`src/rtl/simon_seq_pkg.sv`:
```
// Purpose: shared command encodings and FSM state encoding for the Simon pattern sequencer.
// Latency: n/a (declarations only).
// Backpressure: n/a.
package simon_seq_pkg;

    localparam logic [1:0] OP_CLEAR    = 2'b00;
    localparam logic [1:0] OP_APPEND   = 2'b01;
    localparam logic [1:0] OP_PLAYBACK = 2'b10;
    localparam logic [1:0] OP_CHECK    = 2'b11;

    localparam logic [2:0] ST_IDLE       = 3'd0;
    localparam logic [2:0] ST_APPEND     = 3'd1;
    localparam logic [2:0] ST_PLAY_FETCH = 3'd2;
    localparam logic [2:0] ST_PLAY_HOLD  = 3'd3;
    localparam logic [2:0] ST_CHK_FETCH  = 3'd4;
    localparam logic [2:0] ST_CHK_WAIT   = 3'd5;
    localparam logic [2:0] ST_FINISH     = 3'd6;

    typedef enum logic [2:0] {
        S_IDLE       = ST_IDLE,
        S_APPEND     = ST_APPEND,
        S_PLAY_FETCH = ST_PLAY_FETCH,
        S_PLAY_HOLD  = ST_PLAY_HOLD,
        S_CHK_FETCH  = ST_CHK_FETCH,
        S_CHK_WAIT   = ST_CHK_WAIT,
        S_FINISH     = ST_FINISH
    } state_t;

endpackage

```
`src/rtl/simon_hold_timer.sv`:
```
// Purpose: loadable down-counter with zero flag; paces playback holds and CHECK timeouts.
// Latency: load takes effect the cycle after i_load; o_zero is combinational from the count.
// Backpressure: none; decrements saturate at zero.
module simon_hold_timer #(
    parameter int W = 8
) (
    input  logic         i_clk,
    input  logic         i_rst,
    input  logic         i_load,
    input  logic [W-1:0] i_load_val,
    input  logic         i_dec,
    output logic         o_zero
);

    logic [W-1:0] r_count;

    // Load has priority over decrement; the count never wraps below zero.
    always_ff @(posedge i_clk) begin
        if (!i_rst) begin
            r_count <= '0;
        end else if (i_load) begin
            r_count <= i_load_val;
        end else if (i_dec && (r_count != '0)) begin
            r_count <= r_count - 1'b1;
        end
    end

    assign o_zero = (r_count == '0);

endmodule

```
`src/rtl/simon_pattern_sequencer.sv`:
```
// Purpose: runs CLEAR/APPEND/PLAYBACK/CHECK on the Simon pattern memory; owns level and addresses.
// Latency: CLEAR 1 cycle, APPEND 2, PLAYBACK 1+level*(HOLD_CYCLES+1), CHECK waits on user entries.
// Backpressure: o_cmd_ready only in IDLE; optional CHECK timeout enabled by SIMON_SEQ_TIMEOUT_EN.
module simon_pattern_sequencer
    import simon_seq_pkg::*;
#(
    parameter int DEPTH          = 64,
    parameter int AW             = 6,
    parameter int PW             = 4,
    parameter int HOLD_CYCLES    = 4,
    parameter int TIMEOUT_CYCLES = 255
) (
    input  logic          i_clk,
    input  logic          i_rst,
    input  logic          i_cmd_valid,
    input  logic [1:0]    i_cmd_op,
    output logic          o_cmd_ready,
    input  logic [PW-1:0] i_in_pattern,
    input  logic          i_in_valid,
    output logic          o_mem_we,
    output logic [AW-1:0] o_mem_addr,
    output logic [PW-1:0] o_mem_wdata,
    input  logic [PW-1:0] i_mem_rdata,
    output logic [PW-1:0] o_disp_pattern,
    output logic          o_disp_valid,
    output logic [AW:0]   o_level,
    output logic          o_done,
    output logic          o_pass
);

    localparam int            HW        = $clog2(HOLD_CYCLES + 1);
    localparam logic [HW-1:0] HOLD_LOAD = HW'(HOLD_CYCLES - 1);
    localparam logic [AW:0]   LVL_MAX   = (AW + 1)'(DEPTH);

    if (HOLD_CYCLES < 1) begin : g_bad_hold
        $error("HOLD_CYCLES must be at least 1");
    end
    if (TIMEOUT_CYCLES < 1) begin : g_bad_timeout
        $error("TIMEOUT_CYCLES must be at least 1");
    end
    if (DEPTH > (1 << AW)) begin : g_bad_depth
        $error("DEPTH does not fit in AW address bits");
    end

    state_t        r_state;
    state_t        w_next_state;
    logic [AW:0]   r_level;
    logic [AW:0]   r_idx;
    logic [PW-1:0] r_wdata;
    logic          r_first;
    logic [PW-1:0] r_rdata_q;
    logic          r_pass;

    logic          w_accept;
    logic          w_last;
    logic [PW-1:0] w_stored;
    logic          w_arm;
    logic          w_hold_load;
    logic          w_hold_dec;
    logic          w_hold_zero;
    logic          w_idx_inc;
    logic          w_level_inc;
    logic          w_level_clr;
    logic          w_fin;
    logic          w_fin_pass;

`ifdef SIMON_SEQ_TIMEOUT_EN
    localparam int            TW       = $clog2(TIMEOUT_CYCLES + 1);
    localparam logic [TW-1:0] TMO_LOAD = TW'(TIMEOUT_CYCLES - 1);
    logic w_tmo_load;
    logic w_tmo_dec;
    logic w_tmo_zero;
`endif

    assign w_accept = i_cmd_valid && (r_state == S_IDLE);
    assign w_last   = (r_idx == (r_level - 1'b1));
    // Memory read data is only valid in the first cycle after a fetch, so it is
    // forwarded directly then and taken from the latched copy afterwards.
    assign w_stored = r_first ? i_mem_rdata : r_rdata_q;

    assign o_cmd_ready    = (r_state == S_IDLE);
    assign o_done         = (r_state == S_FINISH);
    assign o_disp_valid   = (r_state == S_PLAY_HOLD);
    assign o_disp_pattern = w_stored;
    assign o_mem_addr     = (r_state == S_APPEND) ? r_level[AW-1:0] : r_idx[AW-1:0];
    assign o_mem_wdata    = r_wdata;
    assign o_level        = r_level;
    assign o_pass         = r_pass;

    simon_hold_timer #(.W(HW)) u_hold_timer (
        .i_clk      (i_clk),
        .i_rst      (i_rst),
        .i_load     (w_hold_load),
        .i_load_val (HOLD_LOAD),
        .i_dec      (w_hold_dec),
        .o_zero     (w_hold_zero)
    );

`ifdef SIMON_SEQ_TIMEOUT_EN
    simon_hold_timer #(.W(TW)) u_tmo_timer (
        .i_clk      (i_clk),
        .i_rst      (i_rst),
        .i_load     (w_tmo_load),
        .i_load_val (TMO_LOAD),
        .i_dec      (w_tmo_dec),
        .o_zero     (w_tmo_zero)
    );
`endif

    // State register; reset aborts any command in flight.
    always_ff @(posedge i_clk) begin
        if (!i_rst) begin
            r_state <= S_IDLE;
        end else begin
            r_state <= w_next_state;
        end
    end

    // Next-state decode plus the per-cycle control strobes for the datapath.
    always_comb begin
        w_next_state = r_state;
        o_mem_we     = 1'b0;
        w_arm        = 1'b0;
        w_hold_load  = 1'b0;
        w_hold_dec   = 1'b0;
        w_idx_inc    = 1'b0;
        w_level_inc  = 1'b0;
        w_level_clr  = 1'b0;
        w_fin        = 1'b0;
        w_fin_pass   = 1'b0;
`ifdef SIMON_SEQ_TIMEOUT_EN
        w_tmo_load   = 1'b0;
        w_tmo_dec    = 1'b0;
`endif
        case (r_state)
            S_IDLE: begin
                if (w_accept) begin
                    case (i_cmd_op)
                        OP_CLEAR: begin
                            w_next_state = S_FINISH;
                            w_level_clr  = 1'b1;
                            w_fin        = 1'b1;
                            w_fin_pass   = 1'b1;
                        end
                        OP_APPEND:   w_next_state = S_APPEND;
                        OP_PLAYBACK: w_next_state = S_PLAY_FETCH;
                        default:     w_next_state = S_CHK_FETCH;
                    endcase
                end
            end
            S_APPEND: begin
                w_next_state = S_FINISH;
                w_fin        = 1'b1;
                if (r_level != LVL_MAX) begin
                    o_mem_we    = 1'b1;
                    w_level_inc = 1'b1;
                    w_fin_pass  = 1'b1;
                end
            end
            S_PLAY_FETCH: begin
                if (r_level == '0) begin
                    w_next_state = S_FINISH;
                    w_fin        = 1'b1;
                    w_fin_pass   = 1'b1;
                end else begin
                    w_next_state = S_PLAY_HOLD;
                    w_arm        = 1'b1;
                    w_hold_load  = 1'b1;
                end
            end
            S_PLAY_HOLD: begin
                if (w_hold_zero) begin
                    if (w_last) begin
                        w_next_state = S_FINISH;
                        w_fin        = 1'b1;
                        w_fin_pass   = 1'b1;
                    end else begin
                        w_next_state = S_PLAY_FETCH;
                        w_idx_inc    = 1'b1;
                    end
                end else begin
                    w_hold_dec = 1'b1;
                end
            end
            S_CHK_FETCH: begin
                if (r_level == '0) begin
                    w_next_state = S_FINISH;
                    w_fin        = 1'b1;
                    w_fin_pass   = 1'b1;
                end else begin
                    w_next_state = S_CHK_WAIT;
                    w_arm        = 1'b1;
`ifdef SIMON_SEQ_TIMEOUT_EN
                    w_tmo_load   = 1'b1;
`endif
                end
            end
            S_CHK_WAIT: begin
                // A user entry wins over an expiring timer in the same cycle.
                if (i_in_valid) begin
                    if (i_in_pattern != w_stored) begin
                        w_next_state = S_FINISH;
                        w_fin        = 1'b1;
                    end else if (w_last) begin
                        w_next_state = S_FINISH;
                        w_fin        = 1'b1;
                        w_fin_pass   = 1'b1;
                    end else begin
                        w_next_state = S_CHK_FETCH;
                        w_idx_inc    = 1'b1;
                    end
                end
`ifdef SIMON_SEQ_TIMEOUT_EN
                else if (w_tmo_zero) begin
                    w_next_state = S_FINISH;
                    w_fin        = 1'b1;
                end else begin
                    w_tmo_dec = 1'b1;
                end
`endif
            end
            S_FINISH: w_next_state = S_IDLE;
            default:  w_next_state = S_IDLE;
        endcase
    end

    // Datapath: level/index counters, APPEND data capture, read-data latch and result flag.
    always_ff @(posedge i_clk) begin
        if (!i_rst) begin
            r_level   <= '0;
            r_idx     <= '0;
            r_wdata   <= '0;
            r_first   <= 1'b0;
            r_rdata_q <= '0;
            r_pass    <= 1'b0;
        end else begin
            if (w_accept) begin
                r_idx   <= '0;
                r_wdata <= i_in_pattern;
                r_pass  <= 1'b0;
            end else if (w_idx_inc) begin
                r_idx <= r_idx + 1'b1;
            end
            if (w_level_clr) begin
                r_level <= '0;
            end else if (w_level_inc) begin
                r_level <= r_level + 1'b1;
            end
            r_first <= w_arm;
            if (r_first) begin
                r_rdata_q <= i_mem_rdata;
            end
            if (w_fin) begin
                r_pass <= w_fin_pass;
            end
        end
    end

endmodule
```
`config.mk`:
```
export PLATFORM = sky130hd
export DESIGN_NAME = simon_pattern_sequencer
export DESIGN_NICKNAME = d
export VERILOG_FILES = /design/src/rtl/simon_seq_pkg.sv /design/src/rtl/simon_hold_timer.sv /design/src/rtl/simon_pattern_sequencer.sv
export SDC_FILE = /design/constraint.sdc
export NUM_CORES = 1
export LEC_CHECK = 0
export BUFFER_PORTS_ARGS = -buffer_cell sky130_fd_sc_hd__buf_2
export CAP_MARGIN = 30
export CORE_MARGIN = 2
export CORE_UTILIZATION = 59
export CTS_CLUSTER_DIAMETER = 50
export CTS_CLUSTER_SIZE = 25
export DETAILED_ROUTE_END_ITERATION = 10
export PLACE_DENSITY = 0.94
export SYNTH_ARGS = -nofsm -noshare
export SYNTH_HDL_FRONTEND = slang
export SYNTH_SLANG_ARGS = --single-unit
export TNS_END_PERCENT = 100
```
`constraint.sdc`:
```
create_clock -name i_clk -period 3.9 [get_ports i_clk]
set_clock_uncertainty 0.2 [all_clocks]
set_input_delay 0.39 -clock i_clk [delete_from_list [all_inputs] [get_ports i_clk]]
set_output_delay 0.39 -clock i_clk [all_outputs]
set_load 0.02 [all_outputs]
```
* Word-level counts from Yosys, hierarchy flattened *
Index checks and enable logic that the tools add are counted.

word-level totals
  register bits = 30
  input port bits = 14
  output and inout port bits = 26

operators by class
  add/subtract/negate cells = 4
  equal/unequal tests = 14
  muxes and demuxes = 39
  bitwise logic cells = 1
  reductions and logical operators = 15

operators with widths
  cell                                                  number
  two-way mux 1 bit                                     22
  one-hot mux 3 bit (6 select lines)                    1
  two-way mux 3 bit                                     5
  adder 7 x 1 -> 7 bit (second input constant)          2
  two-way mux 2 bit                                     5
  one-hot mux 1 bit (5 select lines)                    2
  equality test 3 bit (second input constant)           3
  one-hot mux 3 bit (3 select lines)                    1
  OR reduction 2 bit                                    4
  equality test 7 bit                                   1
  logical NOT 7 bit                                     1
  != test 7 bit (second input constant)                 1
  subtractor 7 x 1 -> 7 bit (second input constant)     1
  equality test 3 x 2 -> 1 bit (second input constant)  2
  logical NOT 3 bit                                     2
  two-way mux 6 bit                                     1
  two-way mux 4 bit                                     1
  != test 2 x 1 -> 1 bit (second input constant)        2
  != test 4 bit                                         1
  nonzero test 2 bit                                    2
  equality test 3 x 1 -> 1 bit (second input constant)  1
  AND reduction 3 bit                                   1
  nonzero test 3 bit                                    1
  subtractor 3 x 1 -> 3 bit (second input constant)     1
  8 further kinds                                       9

* Logic depth before layout (Yosys ltp) *
  word-level depth = 7
  depth in mapped cells = 10

* Hierarchy *
A second synthesis with hierarchy kept.

second synthesis, totals
  cell total of the unflattened synthesis = 237
  area, all modules = 2011.9 um2

by module, submodules not included
  module                   instances  cells an instance  area an instance (um2)
  simon_pattern_sequencer  1          216                1826.8
  simon_hold_timer         1          21                 185.2

* Least setup slack after synthesis *
No wires, ideal clock.

  path kind = register to register
  from = register r_level[0], in the netlist o_level[0]
  to = register r_pass, in the netlist o_pass
  library setup time = 86 ps
  data arrival time = 2442 ps
  data required time = 3614 ps
  slack = 1172 ps
  stages on the path, launching flop included = 11
  buffers on the path = 2
  period minus slack after synthesis = 2728 ps
  cells stage by stage = dfxtp_1 > clkbuf_1 > inv_1 > ha_1 > nor3b_2 > xnor2_1 > or3b_1 > a31oi_2 > buf_6 > nand3_1 > a221oi_2

on the way
  longest elaborated chain between the ends = 7
  elaborated cells on any way between the ends = 16
  those cells by class = add/sub: 1; eq/ne: 2; mux: 11; reduce/logical: 2

RTL lines
  item                                                            line                                                            RTL
  from (decl)                                                     simon_pattern_sequencer.sv:47                                   logic [AW:0] r_level;
  from (signal assigned)                                          simon_pattern_sequencer.sv:247                                  r_level <= r_level + 1'b1;
  subtractor 7 x 1 -> 7 bit                                       simon_pattern_sequencer.sv:76                                   assign w_last = (r_idx == (r_level - 1'b1));
  equality test 7 bit                                             simon_pattern_sequencer.sv:76
  two-way mux 1 bit                                               simon_pattern_sequencer.sv:173, simon_pattern_sequencer.sv:204
  two-way mux 1 bit                                               simon_pattern_sequencer.sv:201                                  if (i_in_pattern != w_stored) begin
  two-way mux 1 bit                                               simon_pattern_sequencer.sv:200                                  if (i_in_valid) begin
  one-hot mux 1 bit (5 select lines)                              simon_pattern_sequencer.sv:135                                  case (r_state)
  two-way mux 1 bit / nonzero test 2 bit (equally long branches)  --
  to (signal assigned)                                            simon_pattern_sequencer.sv:254                                  r_pass <= w_fin_pass;
  to (decl)                                                       simon_pattern_sequencer.sv:52                                   logic r_pass;

Several ways; a longest one is shown, not always the timed one.
A chain may end at the register's enable or synchronous reset.

* Final worst setup path *
Same ends and word-level chain as after synthesis.

==> impl_metrics.ini <==
[run_status]
outcome = finished clean

[timing]
max_freq_mhz = 342.9
max_slew_margin_pct = 37.15
finalCritPeriodShare_pct = 74.78
finalHoldViolations = 0
worst-slew-pin-transition_ns = 0.9427
finalSetupViolCount = 0
setup_tns_ns = 0
fin_crit_ns = 2.916
hold_ws_ns = 0.1085
slew_viol_final = 0
rsz0062_at_grt = false
fin_ws_ns = 0.9836

[synth]
async_reset_ff_share_pct = 0
yosysWarnings = 0
synth_xor_area_share_pct = 9.542
synth_top_family_by_area = simple AND/OR/NAND/NOR gates
yosys.area.top_type = dfxtp_1
synth-compound-area-share_pct = 16.38
synth_fa_ha_area_share_pct = 5.022
synth_area_sq_um = 1993
yosys-top-cells-area = dfxtp_1, xnor2_1, ha_1
synth_cell_types = 45
synth_edf_count = 0
ys.flop_type = dfxtp_1
syn_avg_cell_area_sq_um = 8.236
synth-simple-area-share_pct = 25.67
synth_seq_cells = 30
synth_nets = 264
synthMuxAreaShare_pct = 6.340
synth.top_cell.area_share_pct = 30.13
synthCells = 242
synth_seq_area_share_pct = 30.13

[grt]
grt_pass1_wl_um = 7521
antenna_found_initial = 0
grt_pass1_vias = 1671
gr-total-overflow = 0
grt_start_max_net_pins = 21
track_usage_pct = 24.04

[route]
finalWirelength_um = 4409
vias = 1830
vias_per_cell = 5.737
drcViolationCount = 0
drt_iter0_markers = 159
wl_per_cell_um = 13.82
antenna_left = 0
dr.pass1.iters = 6

[worst_setup_path]
cp.depth = 8
crit_type = reg2reg
worst-path-buf-inv = 1
crit_arrival_ns = 2.98
cp.required_ns = 3.96
slowest_delay_ns = 0.58
worstSetupStartpointType = register
endpoint_kind = register
cpMaxStageDelayCell = a31oi_2
crit_family = compound AO/OA/AOI/OAI gates
crit_chain = inv_1 -> ha_1 -> nor3b_2 -> xnor2_1 -> or3b_1 -> a31oi_2 -> nand3_1 -> a221oi_2
path_max_fanout = 15
reg2regPathDepth = 8

[placement]
hpwl_um = 3229
port_buffers = 39
dpl_cell_area_sq_um = 2165
pre_cts_slack_ns = 1.031
globalplace.congestion = 0.8538
dpl.cell_count = 311

[cts]
cts_tree = built
cts_max_level = 2
ctsHoldBuffers = 0
cts_root_buffer = clkbuf_4
clockBufferDepth = 2
post_cts_resized = 0
insertion_delay_ns = 0.34
postCtsSetupBuffers = 0
cts.sinks = 30
cts.clk_slew.worst_paths_ns = 0.10
cts-buffers-inserted = 5

[final_layout]
syn2layout_area_growth_pct = 11.61
nFillCells = 270
multi_input_area_sq_um = 1255
final_common_cell = buf_2
ff_latch_area_sq_um = 600.6
final_nets = 294
layout_common_cells = buf_2, dfxtp_1, nor2_1, nand2_1, a21oi_1
fin_area_sq_um = 2225
final_core_util_pct = 67.73
drive_gt1_share_pct = 23.08
num_antenna_cells = 0
instances_no_fill = 319

[power_and_ir_drop]
peakVddDrop_v = 0.0001946
p_leak_nw = 1.002
power_uw = 744.7
p_per_area_nw_per_um2 = 334.7

[floorplanning]
die_x_um = 62.12
dieArea_sq_um = 3859
core-area_sq_um = 3284
ios = 40
rows = 21
initial_core_util_pct = 60.69
die_h_um = 62.12

[flow_run]
max_cap_violations = 0

[min_path]
hold_path_depth = 3
hold_path_class = in2reg
cells in the mapped netlist (2+ instances only):
| cell | count |
|---|---|
| a22o_1 | 2 |
| a21oi_1 | 18 |
| nand2b_1 | 3 |
| mux2i_1 | 2 |
| dfxtp_1 | 30 |
| buf_6 | 2 |
| and3_1 | 3 |
| nand3_1 | 10 |
| o21ai_1 | 4 |
| nand2_1 | 20 |
| or3_1 | 3 |
| inv_1 | 15 |
| o31ai_1 | 6 |
| nor3b_2 | 2 |
| ha_1 | 8 |
| or4_1 | 5 |
| mux2i_2 | 2 |
| buf_2 | 5 |
| nor2_1 | 24 |
| nor2b_1 | 4 |
| a21o_1 | 2 |
| nor3_1 | 5 |
| o21ai_0 | 4 |
| and2_1 | 2 |
| xor2_1 | 6 |
| a211oi_1 | 3 |
| xnor2_1 | 13 |
| and4_1 | 2 |
| clkbuf_1 | 9 |
| nand4_1 | 3 |
| o31a_1 | 3 |
| a2bb2oi_1 | 3 |
| mux2_2 | 7 |
worst register-to-register path: stages (launching register included):
cell and delay [ns]:
dfxtp_1 0.54, inv_1 0.09, ha_1 0.24, nor3b_2 0.19, xnor2_1 0.15, or3b_1 0.42, a31oi_2 0.58, nand3_1 0.18
a221oi_2 0.26
path summary, 6_finish.rpt:
kind,slack [ns],to,start
setup reg to reg,0.98,o_pass,o_level[0]
hold reg to reg,0.26,o_mem_wdata[0],o_mem_wdata[0]
hold / removal,0.11,o_mem_wdata[0],i_in_pattern[0]
setup / recovery,0.98,o_pass,o_level[0]
kinds of logic (layout without fill, tap and decap cells):
family,count (synthesis),count (layout)
adder cells (fa/ha/maj),8,8
AND/OR/NAND/NOR,93,93
multiplexers,11,11
buffers and inverters,31,62
flip-flops,30,30
XOR/XNOR,20,20
AO/OA/AOI/OAI,49,49
report_power, final:
group / switching, mW / internal (mW) / total [mW]
clock network: 0.111 / 0.0872 / 0.198
logic: 0.116 / 0.0811 / 0.197
registers: 0.0268 / 0.323 / 0.350
total: 0.253 / 0.491 / 0.745
flip-flops by register name (all words and copies together) (netlist names):
name and flops:
o_pass 1, o_mem_wdata 4, r_idx 7, u_hold_timer.r_count 3, r_rdata_q 4, o_level 7
r_first 1, r_state 3
layer usage:
metal  wire length, um  track usage, %  up-vias
met5                 0               0        -
met4                82           9.167        0
met3               258           6.159        8
met2              2154           40.22       67
met1              1914           29.79      850
li1                  -               -      905
final cells by class:
cell class	instances	area share [%]
flip-flops and latches	30	27.00
repair buffers	39	8.774
well taps	46	2.587
multi-input cells	181	56.41
clock inverters	1	0.2250
clock buffers	7	2.475
inverters	15	2.531
Note: power is estimated with default switching activity, not from simulation.
